--- src/rtl/tiny_rv_pkg.sv ---
// -----------------------------------------------------------------------------
// tiny_rv_pkg
// Shared definitions for the tiny_rv exec-stage ALU: the major opcodes
// handled by the integer execute unit, the funct3 encoding of the RV32I ALU
// operations, the sequencer state type and small decode helpers.
// -----------------------------------------------------------------------------
package tiny_rv_pkg;

    // Major opcodes serviced by the integer execute unit
    localparam logic [6:0] RV_LUI    = 7'b0110111;
    localparam logic [6:0] RV_AUIPC  = 7'b0010111;
    localparam logic [6:0] RV_OP_IMM = 7'b0010011;
    localparam logic [6:0] RV_OP     = 7'b0110011;

    // funct3 encoding shared by OP and OP-IMM
    typedef enum logic [2:0] {
        ADD_SUB = 3'd0,
        SLL     = 3'd1,
        SLT     = 3'd2,
        SLTU    = 3'd3,
        XOR     = 3'd4,
        SRL_SRA = 3'd5,
        OR      = 3'd6,
        AND     = 3'd7
    } funct3_t;

    // Sequencer states of the execute unit
    typedef enum logic [1:0] {
        IDLE  = 2'd0,
        SHIFT = 2'd1,
        DONE  = 2'd2
    } alu_state_t;

    // True for the register/immediate ALU opcode groups
    function automatic logic is_alu_opcode(input logic [6:0] opcode);
        return (opcode == RV_OP_IMM) || (opcode == RV_OP);
    endfunction

    // True for the funct3 values that go through the iterative shifter
    function automatic logic is_shift_funct3(input funct3_t f3);
        return (f3 == SLL) || (f3 == SRL_SRA);
    endfunction

endpackage

--- src/rtl/tiny_rv_exec_shifter.sv ---
// -----------------------------------------------------------------------------
// tiny_rv_exec_shifter
// Iterative shifter: moves up to SHIFT_STEP bit positions per step cycle
// until the loaded shift amount is used up.
//
// Ports:
//   clk          in   clock, rising edge
//   rst          in   asynchronous active-high reset (clears the count)
//   load         in   capture load_value / load_amount / direction flags
//   load_value   in   XLEN  value to be shifted
//   load_amount  in   log2(XLEN)  total shift amount
//   load_left    in   1 = shift left, 0 = shift right
//   load_arith   in   right shifts fill with the sign bit when set
//   step         in   perform one shift step this cycle
//   value_next   out  XLEN  value after the current step (result when done)
//   done         out  the current step is the final one
// -----------------------------------------------------------------------------
module tiny_rv_exec_shifter #(
    parameter int XLEN       = 32,
    parameter int SHIFT_STEP = 1
) (
    input  logic                     clk,
    input  logic                     rst,
    input  logic                     load,
    input  logic [XLEN-1:0]          load_value,
    input  logic [$clog2(XLEN)-1:0]  load_amount,
    input  logic                     load_left,
    input  logic                     load_arith,
    input  logic                     step,
    output logic [XLEN-1:0]          value_next,
    output logic                     done
);

    localparam int SHAMT_W = $clog2(XLEN);
    // One extra bit so the count can also represent SHIFT_STEP == XLEN
    localparam int CNT_W   = SHAMT_W + 1;
    localparam logic [CNT_W-1:0] STEP_CNT = CNT_W'(SHIFT_STEP);

    logic [XLEN-1:0]  value_q;
    logic [CNT_W-1:0] remain_q;
    logic             left_q;
    logic             arith_q;
    logic [CNT_W-1:0] step_amt;
    logic signed [XLEN-1:0] value_s;

    // The last step may be shorter than SHIFT_STEP
    assign step_amt = (remain_q < STEP_CNT) ? remain_q : STEP_CNT;
    assign done     = (remain_q <= STEP_CNT);
    assign value_s  = value_q;

    always_comb begin
        value_next = value_q;
        if (left_q) begin
            value_next = value_q << step_amt;
        end else if (arith_q) begin
            value_next = value_s >>> step_amt;
        end else begin
            value_next = value_q >> step_amt;
        end
    end

    always_ff @(posedge clk or posedge rst) begin
        if (rst) begin
            remain_q <= '0;
            left_q   <= 1'b0;
            arith_q  <= 1'b0;
        end else if (load) begin
            remain_q <= {1'b0, load_amount};
            left_q   <= load_left;
            arith_q  <= load_arith;
        end else if (step) begin
            remain_q <= remain_q - step_amt;
        end
    end

    // Data register: no reset, only meaningful between load and done
    always_ff @(posedge clk) begin
        if (load) begin
            value_q <= load_value;
        end else if (step) begin
            value_q <= value_next;
        end
    end

endmodule

--- src/rtl/tiny_rv_exec_alu_seq.sv ---
// -----------------------------------------------------------------------------
// tiny_rv_exec_alu_seq
// Handshaked integer execute unit for LUI, AUIPC, OP-IMM and OP. Single-cycle
// operations return one cycle after accept; shifts with a non-zero amount are
// handed to an iterative shifter and return once it has finished.
//
// Ports:
//   i_clk       in   clock, rising edge
//   i_rst       in   asynchronous active-high reset
//   i_valid     in   request valid
//   o_ready     out  request can be accepted this cycle
//   i_pc        in   XLEN  instruction PC
//   i_opcode    in   7     opcode
//   i_funct3    in   3     funct3
//   i_funct7_5  in   1     instruction bit 30 (SUB / SRA select)
//   i_rs1       in   XLEN  source operand 1
//   i_rs2       in   XLEN  source operand 2
//   i_imm       in   XLEN  decoded immediate
//   o_valid     out  result valid
//   i_ready     in   writeback accepts the result
//   o_result    out  XLEN  result
//   o_active    out  opcode was handled by this unit (qualified by o_valid)
// -----------------------------------------------------------------------------
module tiny_rv_exec_alu_seq
    import tiny_rv_pkg::*;
#(
    parameter int XLEN       = 32,
    parameter int SHIFT_STEP = 1
) (
    input  logic            i_clk,
    input  logic            i_rst,
    input  logic            i_valid,
    output logic            o_ready,
    input  logic [XLEN-1:0] i_pc,
    input  logic [6:0]      i_opcode,
    input  logic [2:0]      i_funct3,
    input  logic            i_funct7_5,
    input  logic [XLEN-1:0] i_rs1,
    input  logic [XLEN-1:0] i_rs2,
    input  logic [XLEN-1:0] i_imm,
    output logic            o_valid,
    input  logic            i_ready,
    output logic [XLEN-1:0] o_result,
    output logic            o_active
);

    localparam int SHAMT_W = $clog2(XLEN);

    alu_state_t         state_q;
    alu_state_t         state_d;
    funct3_t            f3;
    logic [XLEN-1:0]    op_b;
    logic [SHAMT_W-1:0] shamt;
    logic               req_is_shift;
    logic [XLEN-1:0]    alu_result;
    logic               alu_active;
    logic [XLEN-1:0]    shift_result;
    logic               shift_done;
    logic               ready;
    logic               load;
    logic               step;
    logic               res_we;
    logic               res_from_shifter;

    assign f3           = funct3_t'(i_funct3);
    assign op_b         = (i_opcode == RV_OP) ? i_rs2 : i_imm;
    assign shamt        = op_b[SHAMT_W-1:0];
    assign req_is_shift = is_alu_opcode(i_opcode) && is_shift_funct3(f3);

    // Single-cycle datapath. Shifts only reach this path with shamt == 0,
    // where the result is simply rs1.
    always_comb begin
        alu_result = '0;
        alu_active = 1'b0;
        if (i_opcode == RV_LUI) begin
            alu_result = i_imm;
            alu_active = 1'b1;
        end else if (i_opcode == RV_AUIPC) begin
            alu_result = i_pc + i_imm;
            alu_active = 1'b1;
        end else if (is_alu_opcode(i_opcode)) begin
            alu_active = 1'b1;
            case (f3)
                ADD_SUB: alu_result = ((i_opcode == RV_OP) && i_funct7_5)
                                      ? (i_rs1 - op_b) : (i_rs1 + op_b);
                SLT:     alu_result = {{(XLEN-1){1'b0}},
                                       ($signed(i_rs1) < $signed(op_b))};
                SLTU:    alu_result = {{(XLEN-1){1'b0}}, (i_rs1 < op_b)};
                XOR:     alu_result = i_rs1 ^ op_b;
                OR:      alu_result = i_rs1 | op_b;
                AND:     alu_result = i_rs1 & op_b;
                default: alu_result = i_rs1;
            endcase
        end
    end

    tiny_rv_exec_shifter #(
        .XLEN       (XLEN),
        .SHIFT_STEP (SHIFT_STEP)
    ) u_shifter (
        .clk         (i_clk),
        .rst         (i_rst),
        .load        (load),
        .load_value  (i_rs1),
        .load_amount (shamt),
        .load_left   (f3 == SLL),
        .load_arith  (i_funct7_5),
        .step        (step),
        .value_next  (shift_result),
        .done        (shift_done)
    );

    always_ff @(posedge i_clk or posedge i_rst) begin
        if (i_rst) begin
            state_q <= IDLE;
        end else begin
            state_q <= state_d;
        end
    end

    // Next state and control. DONE with i_ready behaves like IDLE for the
    // incoming request so non-shift ops sustain one result per cycle.
    always_comb begin
        state_d          = state_q;
        ready            = 1'b0;
        load             = 1'b0;
        step             = 1'b0;
        res_we           = 1'b0;
        res_from_shifter = 1'b0;
        case (state_q)
            IDLE: begin
                ready = 1'b1;
            end
            SHIFT: begin
                step = 1'b1;
                if (shift_done) begin
                    state_d          = DONE;
                    res_we           = 1'b1;
                    res_from_shifter = 1'b1;
                end
            end
            DONE: begin
                ready = i_ready;
                if (i_ready) begin
                    state_d = IDLE;
                end
            end
            default: begin
                state_d = IDLE;
            end
        endcase
        if (i_valid && ready) begin
            if (req_is_shift && (shamt != '0)) begin
                load    = 1'b1;
                state_d = SHIFT;
            end else begin
                state_d = DONE;
                res_we  = 1'b1;
            end
        end
    end

    // Result registers only load on DONE entry, so they stay stable under
    // backpressure.
    always_ff @(posedge i_clk or posedge i_rst) begin
        if (i_rst) begin
            o_result <= '0;
            o_active <= 1'b0;
        end else if (res_we) begin
            o_result <= res_from_shifter ? shift_result : alu_result;
            o_active <= res_from_shifter ? 1'b1 : alu_active;
        end
    end

    assign o_ready = ready;
    assign o_valid = (state_q == DONE);

endmodule

--- config.mk ---
export PLATFORM = sky130hd
export DESIGN_NAME = tiny_rv_exec_alu_seq
export DESIGN_NICKNAME = d
export VERILOG_FILES = /design/src/rtl/tiny_rv_pkg.sv /design/src/rtl/tiny_rv_exec_shifter.sv /design/src/rtl/tiny_rv_exec_alu_seq.sv
export SDC_FILE = /design/constraint.sdc
export NUM_CORES = 1
export LEC_CHECK = 0
export ABC_AREA = 1
export CAP_MARGIN = 20
export CORE_MARGIN = 2
export CORE_UTILIZATION = 40
export DETAILED_ROUTE_END_ITERATION = 10
export PLACE_DENSITY = 0.59
export SLEW_MARGIN = 30
export SYNTH_ARGS = -nofsm -noshare
export SYNTH_HDL_FRONTEND = slang
export SYNTH_HIERARCHICAL = 1
export SYNTH_SLANG_ARGS = --single-unit
--- constraint.sdc ---
create_clock -name i_clk -period 5.8 [get_ports i_clk]
set_input_delay 0.87 -clock i_clk [delete_from_list [all_inputs] [get_ports i_clk]]
set_output_delay 0.87 -clock i_clk [all_outputs]
set_load 0.02 [all_outputs]
=== Word level (Yosys, flattened, before mapping) ===
Cells that the tools add are included.

* Output and inout bits: 35
* Memory bits (read-only): 0
* Latch bits: 0
* RAM bits: 0
* Memories: 0
* Register bits after elaboration: 75
* Logic and storage cells: 79
* Input bits: 143

* Multiplexer cells: 31
* Div/mod/pow operators: 0
* Equality and inequality tests: 16
* $add $sub $neg: 4
* Reductions and logical operators: 11
* Bitwise gates (word level): 3
* Order comparisons: 4
* $mul: 0
* Shift-type cells: 3

{| class="wikitable"
|+ Operators by type and width
! kind !! number
|-
| 32-bit two-way mux || 10
|-
| 32-bit one-hot mux with 6 select lines || 1
|-
| 32-bit adder || 2
|-
| 32-bit < comparator || 2
|-
| 32-bit AND || 1
|-
| 32-bit OR || 1
|-
| 32-bit by 6-bit << shifter with 32-bit output || 1
|-
| 32-bit by 6-bit >> shifter with 32-bit output || 1
|-
| 32-bit by 6-bit >>> shifter with 32-bit output || 1
|-
| 32-bit subtractor || 1
|-
| 32-bit XOR || 1
|-
| 6-bit two-way mux || 3
|-
| 7-bit by 5-bit == test with 1-bit output (second input constant) || 2
|-
| 7-bit by 6-bit == test with 1-bit output (second input constant) || 2
|-
| 3-bit == test (second input constant) || 4
|-
| 1-bit two-way mux || 11
|-
| 2-bit two-way mux || 4
|-
| 3-bit by 2-bit == test with 1-bit output (second input constant) || 2
|-
| 6-bit by 1-bit less-or-equal comparator with 1-bit output (second input constant) || 1
|-
| 6-bit by 1-bit < comparator with 1-bit output (second input constant) || 1
|-
| 2-bit one-hot mux with 3 select lines || 1
|-
| 6-bit subtractor || 1
|-
| 5-bit nonzero test || 1
|-
| 1-bit logical AND || 4
|-
| other kinds (12) || 13
|}

=== Longest topological paths before layout ===
Gate-level depths: netlist (run 1).

* Word-level depth: 9
* Gate-level depth with buffers: 29
* Depth with buffers taken out: 26

=== Modules after synthesis ===
Netlist (run 1), hierarchy kept.

{| class="wikitable"
|+ By module, submodules not included
! module !! instances !! cells each !! seq. area each (sq um) !! area each (sq um)
|-
| tiny_rv_exec_alu_seq || 1 || 2107 || 875.8 || 11020.6
|-
| tiny_rv_exec_shifter || 1 || 364 || 1161.1 || 2638.8
|}

=== Worst setup path before layout (run 1) ===
OpenSTA, ideal clock, no wires.

* Kind: input -> register
* From: in i_opcode[6]
* To: reg u_shifter.remain_q[4]
* Data arrival time: 3.464 ns
* Library setup time: 0.128 ns
* Stages on the path: 16
* Slack: 2.207 ns
* Cell sequence: inv_1 nand2_1 nor2_2 nand2_4 buf_2 nand2_1 o21ai_0 inv_1 o21ai_2 nor2_1 clkbuf_1 or2_2 clkbuf_1 nor2_1 a21oi_1 o21ai_0

* Longest elaborated chain between the ends: 7
* Elaborated cells on any way between the ends: 11
* Those cells by class: 2 x eq/ne; 4 x mux; 5 x reduce/logical

{| class="wikitable"
|+ RTL lines
! what !! line !! source
|-
| start, declared || tiny_rv_exec_alu_seq.sv:35 || <nowiki>input logic [6:0] i_opcode,</nowiki>
|-
| 7-bit by 6-bit == test with 1-bit output * || tiny_rv_exec_alu_seq.sv:66 || <nowiki>assign op_b = (i_opcode == RV_OP) ? i_rs2 : i_imm;</nowiki>
|-
| 32-bit two-way mux * || tiny_rv_exec_alu_seq.sv:66 ||
|-
| named net op_b[4] || tiny_rv_exec_alu_seq.sv:52 || <nowiki>logic [XLEN-1:0] op_b;</nowiki>
|-
| 5-bit nonzero test * || tiny_rv_exec_alu_seq.sv:153 || <nowiki>if (req_is_shift && (shamt != '0)) begin</nowiki>
|-
| 1-bit logical AND * || tiny_rv_exec_alu_seq.sv:153 ||
|-
| 1-bit two-way mux * || tiny_rv_exec_alu_seq.sv:153 ||
|-
| 1-bit two-way mux * || tiny_rv_exec_alu_seq.sv:152 || <nowiki>if (i_valid && ready) begin</nowiki>
|-
| named net load || tiny_rv_exec_alu_seq.sv:60 || <nowiki>logic load;</nowiki>
|-
| 6-bit two-way mux or 2-bit nonzero test (tied branches) || - ||
|-
| end signal, assigned || tiny_rv_exec_shifter.sv:68 || <nowiki>remain_q <= {1'b0, load_amount};</nowiki>
|-
| end signal, assigned || tiny_rv_exec_shifter.sv:72 || <nowiki>remain_q <= remain_q - step_amt;</nowiki>
|-
| end, declared || tiny_rv_exec_shifter.sv:40 || <nowiki>logic [CNT_W-1:0] remain_q;</nowiki>
|}

The timed path passes the listed nets; every way through them passes the cells marked *.
A chain may end at the register's enable or synchronous reset.

=== Worst setup path after layout (run 1) ===
* From: in i_opcode[0]
* To: reg o_result[28]

* Longest elaborated chain between the ends: 9
* Elaborated cells on any way between the ends: 23
* Those cells by class: 2 x add/sub; 4 x eq/ne; 9 x mux; 3 x bitwise; 5 x reduce/logical

{| class="wikitable"
|+ RTL lines
! what !! line !! source
|-
| 7-bit by 6-bit == test with 1-bit output * || tiny_rv_exec_alu_seq.sv:66 ||
|-
| 32-bit two-way mux * || tiny_rv_exec_alu_seq.sv:66 ||
|-
| named net op_b[0] || tiny_rv_exec_alu_seq.sv:52 ||
|-
| 32-bit adder or 32-bit subtractor (tied branches) || tiny_rv_exec_alu_seq.sv:85 || <nowiki>? (i_rs1 - op_b) : (i_rs1 + op_b);</nowiki>
|-
| 32-bit two-way mux || tiny_rv_exec_alu_seq.sv:85 ||
|-
| 32-bit one-hot mux with 6 select lines || tiny_rv_exec_alu_seq.sv:83 || <nowiki>case (f3)</nowiki>
|-
| 32-bit two-way mux || tiny_rv_exec_alu_seq.sv:81 || <nowiki>end else if (is_alu_opcode(i_opcode)) begin</nowiki>
|-
| 32-bit two-way mux || tiny_rv_exec_alu_seq.sv:78 || <nowiki>end else if (i_opcode == RV_AUIPC) begin</nowiki>
|-
| 32-bit two-way mux || tiny_rv_exec_alu_seq.sv:75 || <nowiki>if (i_opcode == RV_LUI) begin</nowiki>
|-
| 32-bit two-way mux || tiny_rv_exec_alu_seq.sv:170 || <nowiki>o_result <= res_from_shifter ? shift_result : alu_result;</nowiki>
|-
| end signal, assigned || tiny_rv_exec_alu_seq.sv:170 ||
|-
| end, declared || tiny_rv_exec_alu_seq.sv:43 || <nowiki>output logic [XLEN-1:0] o_result,</nowiki>
|}

Marks and branches as above.

==> summary.md, run 1 <==
| Metric | Value |
|---|---|
| Die Ht | `189 µm` |
| Overall Global Routing Usage | `35.4%` |
| Synth Instances | `2471` |
| Clock tree buffer depth | `2` |
| Status | `complete, no violations` |
| Synth Flop Type | `dfrtp_1` |
| Syn Std Cell Area | `13700 µm²` |
| Clock Skew | `0.0145 ns` |
| Top Ports | `178` |
| Worst path arrival time | `5.19 ns` |
| First-pass GRT wire length | `95900 µm` |
| Startpoint Class | `input port` |
| PD cells | `146 nW/µm²` |
| Rel. slew slack | `28.0%` |
| Post-CTS setup buffers | `0` |
| Slew @ Worst Pin | `1.08 ns` |
| CTS H-tree lvls | `3` |
| Die area | `35600 µm²` |
| Starting DRT DRC Count | `1787` |
| Initial core utilization | `40.6%` |
| Synth unique cells | `51` |
| Hold Vio Cnt, Final | `0` |
| Sink Count | `75` |
| CTS Hold Buffers Added | `0` |
| Maxcap violations | `0` |
| Number of buffers created by CTS | `9` |
| Wire per inst | `21.0 µm` |
| Worst hold slack | `0.492 ns` |
| Crit share post-route | `85.2%` |
| Setup TNS | `0 ns` |
| Final Wtd Congestion | `0.990` |
| Filler instances | `3707` |
| PortBufs | `177` |
| Worst Path Required | `6.05 ns` |
| Clock-pin slew on the worst setup and hold paths | `0.07 ns` |
| TritonCTS clock tree | `yes` |
| Max Clock Freq | `202 MHz` |
| # nets final | `2871` |
| Grt total ovfl | `0` |
| Seq/Total Area, Yosys | `14.9%` |
| Detailed placement HPWL | `52800 µm` |
| Clock Tree Root | `clkbuf_16` |
| Type of the worst min-delay path | `register to register` |
| Layout area overhead | `17.7%` |
| Number of diodes | `0` |
| Peak supply drop | `0.121 mV` |
| Crit Path Class | `input port to register` |
| Vias in the first global route | `15800` |
| Ys async rst share | `57.3%` |
| Crit-path max FO | `31` |
| Seq cells post-synth | `75` |
| Pre-antenna DRT Iters | `6` |
| Min Tclk post-route | `4.94 ns` |
| Initial antenna violation count | `0` |
| Largest net degree at the start of global routing | `46` |
| Vias | `16800` |
| Leakage | `8.62 nW` |
| Rows | `67` |
| Clk_lat worst skew | `0.36 ns` |
| Core area | `33600 µm²` |
| EDFF count, synth | `32` |
| Syn Nets | `2745` |
| Final setup vio count | `0` |
| RSZ-0062 raised after global routing | `no` |
| Post-CTS Resized | `0` |
| YS warnings | `6` |
| Residual antenna-violating net count after detailed routing | `0` |
| Vias per cell | `5.50` |
| WL final | `64100 µm` |
| Share of layout cells above drive strength 1 | `2.92%` |
| Die Span X | `189 µm` |
| Post-route DRC | `0` |
| Crit path capture type | `register` |
| Slew Limit Fails | `0` |
| Avg Synthesized Cell Area | `5.53 µm²` |
cells in the final DEF, fill, tap and decap left out, types with 10 or more instances in the layout:
cell type | Yosys | routed
and3_1 | 15 | 15
a211oi_1 | 15 | 15
inv_1 | 412 | 412
edfxtp_1 | 32 | 32
buf_4 | 4 | 26
nor3_1 | 21 | 19
o21bai_1 | 22 | 22
nand4_1 | 27 | 27
o21ai_0 | 132 | 132
nand2_1 | 828 | 828
dfrtp_1 | 43 | 43
nor2_1 | 244 | 240
a21oi_1 | 138 | 138
clkdlybuf4s50_1 | 0 | 177
nand3_1 | 188 | 187
o211ai_1 | 10 | 10
ha_1 | 128 | 128
o22ai_1 | 26 | 26
xor2_1 | 23 | 23
cells in the mapped netlist (5+ instances only):
master	number	area share, %
nand2_1	828	23
inv_1	412	11
nor2_1	244	6.7
nand3_1	188	6.9
a21oi_1	138	5.1
o21ai_0	132	4.8
ha_1	128	12
clkbuf_1	64	1.8
dfrtp_1	43	7.9
edfxtp_1	32	7.0
nand4_1	27	1.2
o22ai_1	26	1.2
xor2_1	23	1.5
o21bai_1	22	1.2
nor3_1	21	0.77
a211oi_1	15	0.82
and3_1	15	0.69
o211ai_1	10	0.55
a221oi_1	9	0.58
buf_2	9	0.33
o21ai_2	9	0.58
buf_6	6	0.49
o21ai_1	6	0.22
a21o_1	5	0.27
and2_1	5	0.23
power by group:
| part | total (mW) | switching, mW | internal [mW] |
|---|---|---|---|
| logic | 1.18 | 0.757 | 0.418 |
| clock network | 0.570 | 0.272 | 0.298 |
| registers | 0.596 | 0.0191 | 0.577 |
worst max-delay path: stages:
cell	delay, ns
clkdlybuf4s50_1	0.50
nand2_1	0.11
nor3_4	0.22
nand2_4	0.25
o21ai_0	0.55
inv_1	0.18
ha_1	0.33
fa_1	0.53
nand3_1	0.13
nand3_1	0.15
nand3_1	0.11
nand3_1	0.22
nand2_1	0.14
nand3_1	0.12
nand2_1	0.09
nand2_1	0.05
nand3_1	0.11
nand2_1	0.07
nand2_1	0.09
nand3_1	0.07
nand2_1	0.20
nand2_1	0.07
logic make-up after synthesis:
family | count (synthesis) | synth area share (%)
compound gates | 388 | 16.3
xor+xnor | 27 | 1.73
fa+ha+maj | 131 | 12.2
buf+inv | 505 | 14.6
flops | 75 | 14.9
simple gates | 1345 | 40.3
through the flow:
stage               utilization [%]  std cells  total power, mW  area (µm²)  setup WS [ns]
global route                   47.8       3050             2.49       16100          0.546
CTS                            47.8       3050             2.32       16100           1.00
finish                         47.8       3050             2.34       16100          0.856
global placement               47.0       3034             1.75       15800          0.670
floorplan                         -       2471             1.31       13700           2.21
detailed placement             47.0       3034             1.76       15800          0.634
routing by layer:
layer  vias up  part of all wire, %  track usage (%)  wire, µm
met5         -                    0                0         0
li1       8093                    -                -         -
met4         0                  4.5             15.1      2880
met1      7714                   43             47.1     27300
met3       127                  8.1             4.77      5200
met2       853                   45             57.4     28700
flip-flops by register name, summed over array words and instances (netlist names):
| register | flops |
|---|---|
| u_shifter/arith_q | 1 |
| u_shifter/value_q | 32 |
| u_shifter/remain_q | 6 |
| u_shifter/left_q | 1 |
| state_q | 2 |
| o_active | 1 |
| o_result | 32 |
path summary, 6_finish.rpt:
check | start | to | slack, ns | depth (start not counted)
worst max-delay path | i_opcode[0] | o_result[28] | 0.86 | 22
worst min-delay path | o_result[2] | o_result[2] | 0.49 | 2
worst max register to register | u_shifter/remain_q[1] | o_result[16] | 2.97 | 10
worst min register to register | o_result[2] | o_result[2] | 0.49 | 2
max in group asynchronous | i_rst | o_result[26] | 4.39 | 3
min in group asynchronous | i_rst | u_shifter/arith_q | 0.83 | 2
area by class of cell:
cell class | instances | area [µm²] | share of cell area (%)
clock buffers | 9 | 225 | 1.40
clock inverters | 7 | 58.8 | 0.366
inverters | 417 | 1570 | 9.76
multi-input cells | 1891 | 9660 | 60.1
flip-flops and latches | 75 | 2040 | 12.7
well taps | 448 | 561 | 3.49
repair buffers | 203 | 1970 | 12.2
Power figures use the tool's default switching activity.
==> run 2, diff against run 1 <==
ABC_AREA = unset   (was 1)
CTS_BUF_LIST = sky130_fd_sc_hd__clkbuf_4 sky130_fd_sc_hd__clkbuf_8   (was unset)
PLACE_DENSITY = 0.6   (was 0.59)
==> run 2 against run 1 <==
Net effect: critical path depth is 5 lower; final area is 7.3% lower; register-to-register slack got worse by 0.68 ns; critical endpoint is now o_result[25].
==> summary.md, run 2 <==
| Metric | Value |
|---|---|
| Reg2reg path depth | `8 (was 10)` |
| Crit share post-route | `93.8% (was 85.2%)` |
| Post-CTS setup buffers | `0 (unchanged)` |
| PortBufs | `177 (unchanged)` |
| Biggest regs | `o_result: 32 flops, u_shifter/value_q: 32 flops, u_shifter/remain_q: 6 flops (unchanged)` |
| Largest net degree at the start of global routing | `76 (was 46)` |
| Top Ports | `178 (unchanged)` |
| Final setup vio count | `0 (unchanged)` |
| Commonest non-fill, non-tap cells in the layout | `clkdlybuf4s50_1, a21oi_1, nand2_1, o21ai_0, ha_1 (was nand2_1, inv_1, nor2_1, nand3_1, clkdlybuf4s50_1)` |
| Residual antenna-violating net count after detailed routing | `0 (unchanged)` |
| Syn Std Cell Area | `12600 µm² (was 13700 µm²)` |
| RR Endpoint | `o_result[25] (was o_result[16])` |
| Overall Global Routing Usage | `33.8% (was 35.4%)` |
| Maxcap violations | `0 (unchanged)` |
| GR Util met2 | `49.0% (was 57.4%)` |
| PD cells | `145 nW/µm² (was 146 nW/µm²)` |
| Wire per inst | `25.9 µm (was 21.0 µm)` |
| Final Worst Setup Slack | `0.362 ns (was 0.856 ns)` |
| Initial antenna violation count | `0 (unchanged)` |
| Worst Setup EP | `o_result[25] (was o_result[28])` |
| Post-synth top cells | `a21oi_1, nand2_1, o21ai_0 (was nand2_1, inv_1, nor2_1)` |
| Peak supply drop | `0.147 mV (was 0.121 mV)` |
| Most common cell after layout, fill and taps aside | `clkdlybuf4s50_1 (was nand2_1)` |
| Top area cells in the synthesized netlist | `ha_1, dfrtp_1, edfxtp_1, a21oi_1, o21ai_0 (was nand2_1, ha_1, inv_1, dfrtp_1, edfxtp_1)` |
| Ys async rst share | `57.3% (unchanged)` |
| R2R setup slack | `2.29 ns (was 2.97 ns)` |
| Startpoint Class | `input port (unchanged)` |
| Slew Limit Fails | `0 (unchanged)` |
| CP max-delay cell | `clkdlybuf4s50_1 (was o21ai_0)` |
| Clock Tree Root | `clkbuf_8 (was clkbuf_16)` |
| Clock tree buffer depth | `2 (unchanged)` |
| Pre-antenna DRT Iters | `6 (unchanged)` |
| Top cell type's share of synthesized area | `12.8% (was 22.8%)` |
| Buf/Inv on CP | `2 (unchanged)` |
| Core area | `30700 µm² (was 33600 µm²)` |
| Avg Synthesized Cell Area | `7.48 µm² (was 5.53 µm²)` |
| # nets final | `2074 (was 2871)` |
| Detailed placement HPWL | `44800 µm (was 52800 µm)` |
| Crit-path max FO | `26 (was 31)` |
| Die Span X | `181 µm (was 189 µm)` |
| Seq/Total Area, Yosys | `16.2% (was 14.9%)` |
| TritonCTS clock tree | `yes (unchanged)` |
| Met1 GRT Util | `51.0% (was 47.1%)` |
| Rows | `64 (was 67)` |
| EDFF count, synth | `32 (unchanged)` |
| Vias in the first global route | `13000 (was 15800)` |
| CTS Hold Buffers Added | `0 (unchanged)` |
| Crit path largest cell delay | `0.46 ns (was 0.55 ns)` |
| First-pass GRT wire length | `84200 µm (was 95900 µm)` |
| Final Core Density | `48.5% (was 47.8%)` |
| Power Total | `2.17 mW (was 2.34 mW)` |
| Top-count cell post-synth | `a21oi_1 (was nand2_1)` |
| CP Depth | `17 (was 22)` |
| Clock-pin slew on the worst setup and hold paths | `0.08 ns (was 0.07 ns)` |
| YS warnings | `6 (unchanged)` |
| Vias per cell | `6.47 (was 5.50)` |
| Vias | `14200 (was 16800)` |
| Sink Count | `75 (unchanged)` |
| Rel. slew slack | `40.3% (was 28.0%)` |
| Worst Path Required | `6.06 ns (was 6.05 ns)` |
| Syn Nets | `1954 (was 2745)` |
| Post-CTS Resized | `0 (unchanged)` |
| Number of buffers created by CTS | `9 (unchanged)` |
| Leakage | `5.97 nW (was 8.62 nW)` |
| Clk_lat worst skew | `0.40 ns (was 0.36 ns)` |
| Slew @ Worst Pin | `0.888 ns (was 1.08 ns)` |
| Starting DRT DRC Count | `1912 (was 1787)` |
| RSZ-0062 raised after global routing | `no (unchanged)` |
| WL final | `57100 µm (was 64100 µm)` |
| Post-route DRC | `0 (unchanged)` |
| Cell family with most CP delay | `compound AO/OA/AOI/OAI gates (was simple AND/OR/NAND/NOR gates)` |
| Critical Path Start | `i_opcode[3] (was i_opcode[0])` |
| Die area | `32800 µm² (was 35600 µm²)` |
| Pre-CTS WS | `0.108 ns (was 0.634 ns)` |
| Initial core utilization | `40.8% (was 40.6%)` |
| Worst path arrival time | `5.70 ns (was 5.19 ns)` |
| Grt total ovfl | `0 (unchanged)` |
| M3 GR Usage | `6.41% (was 4.77%)` |
| Final Wtd Congestion | `0.973 (was 0.990)` |
| Crit Path Class | `input port to register (unchanged)` |
| Layout area overhead | `18.7% (was 17.7%)` |
| Status | `complete, no violations (unchanged)` |
| R2R Path Start | `u_shifter/remain_q[1] (unchanged)` |
| Worst-path cell chain | `clkdlybuf4s50_1 -> and4bb_2 -> and3b_1 -> nand2_1 -> buf_12 -> mux2_2 -> ha_1 -> nand3_1 -> a211oi_2 -> nor3_2 -> a31oi_4 -> o21bai_1 -> a211o_1 -> a211oi_1 -> o22ai_1 -> or4_1 -> o211ai_1 (was clkdlybuf4s50_1 -> nand2_1 -> nor3_4 -> nand2_4 -> o21ai_0 -> inv_1 -> ha_1 -> fa_1 -> nand3_1 -> nand3_1 -> nand3_1 -> nand3_1 -> nand2_1 -> nand3_1 -> nand2_1 -> nand2_1 -> nand3_1 -> nand2_1 -> nand2_1 -> nand3_1 -> nand2_1 -> nand2_1)` |
| Type of the worst min-delay path | `register to register (unchanged)` |
| Synth Instances | `1680 (was 2471)` |
| Max Clock Freq | `184 MHz (was 202 MHz)` |
| Clock Skew | `0.0181 ns (was 0.0145 ns)` |
| Most used routing layer in global routing | `met1 (was met2)` |
| Crit path capture type | `register (unchanged)` |
| Hold Vio Cnt, Final | `0 (unchanged)` |
| Yosys top cell by area | `ha_1 (was nand2_1)` |
| Share of layout cells above drive strength 1 | `9.86% (was 2.92%)` |
| Synth Flop Type | `dfrtp_1 (unchanged)` |
| Setup TNS | `0 ns (unchanged)` |
| Min Tclk post-route | `5.44 ns (was 4.94 ns)` |
| Die Ht | `181 µm (was 189 µm)` |
| Synth unique cells | `98 (was 51)` |
| CTS H-tree lvls | `3 (unchanged)` |
| Seq cells post-synth | `75 (unchanged)` |
## run 2: tightest hold or removal path, stage by stage, from the launching register on
cell and delay, ns:
dfrtp_1 0.35, a22oi_1 0.07, o21ai_0 0.07
## run 2: worst min-delay path by stage
| stage | from | to | slack [ns] | cells after the start |
|---|---|---|---|---|
| finish | o_result[5] | o_result[5] | 0.53 | 2 |
| global route | o_result[5] | o_result[5] | 0.55 | 2 |
| CTS | o_result[2] | o_result[2] | 0.53 | 1 |
| detailed placement | o_result[2] | o_result[2] | 0.52 | 1 |
| global placement | o_result[5] | o_result[5] | 0.51 | 2 |
| floorplan | u_shifter/arith_q | u_shifter/arith_q | 0.50 | 2 |
## run 2: through the flow
step | hold slack [ns] | std cells | cell area [µm²]
floorplan | 0.504 | 1680 | 12600
global placement | 0.511 | 2184 | 14700
detailed placement | 0.515 | 2185 | 14700
CTS | 0.534 | 2201 | 14900
global route | 0.548 | 2201 | 14900
finish | 0.532 | 2202 | 14900
## run 2: cells by family (layout without fill, tap and decap cells)
logic type,count (synthesis),in the layout,synth area share [%]
DFF,75,75,16.2
adders and majority gates,131,131,13.2
AOI/OAI and AO/OA,638,638,34.2
other,0,1,0
buffers and inverters,230,355,7.41
xor gates and xnor gates,53,53,3.70
muxes,77,77,6.52
and+or+nand+nor,476,476,18.7
## run 2: final cells by class
cell class              instances  area, µm²
repair buffers                219       2080
clock buffers                  10        131
flip-flops and latches         75       2040
clock inverters                 6       88.8
diodes                          1       2.50
well taps                     396        495
fillers                      3080      15800
inverters                     120        454
multi-input cells            1375       9630
## run 2: where the power goes
group	total [mW]	internal, mW	leakage, nW	switching [mW]
Sequential	0.590	0.570	0.838	0.0199
Combinational	1.09	0.433	5.01	0.654
Clock	0.489	0.248	0.114	0.240
Total	2.17	1.25	5.97	0.914
## run 2: layer usage
metal | share of wire (%) | wire [µm]
met5 | 0 | 0
met4 | 2.2 | 1240
met3 | 10 | 5890
met2 | 41 | 23500
met1 | 46 | 26500
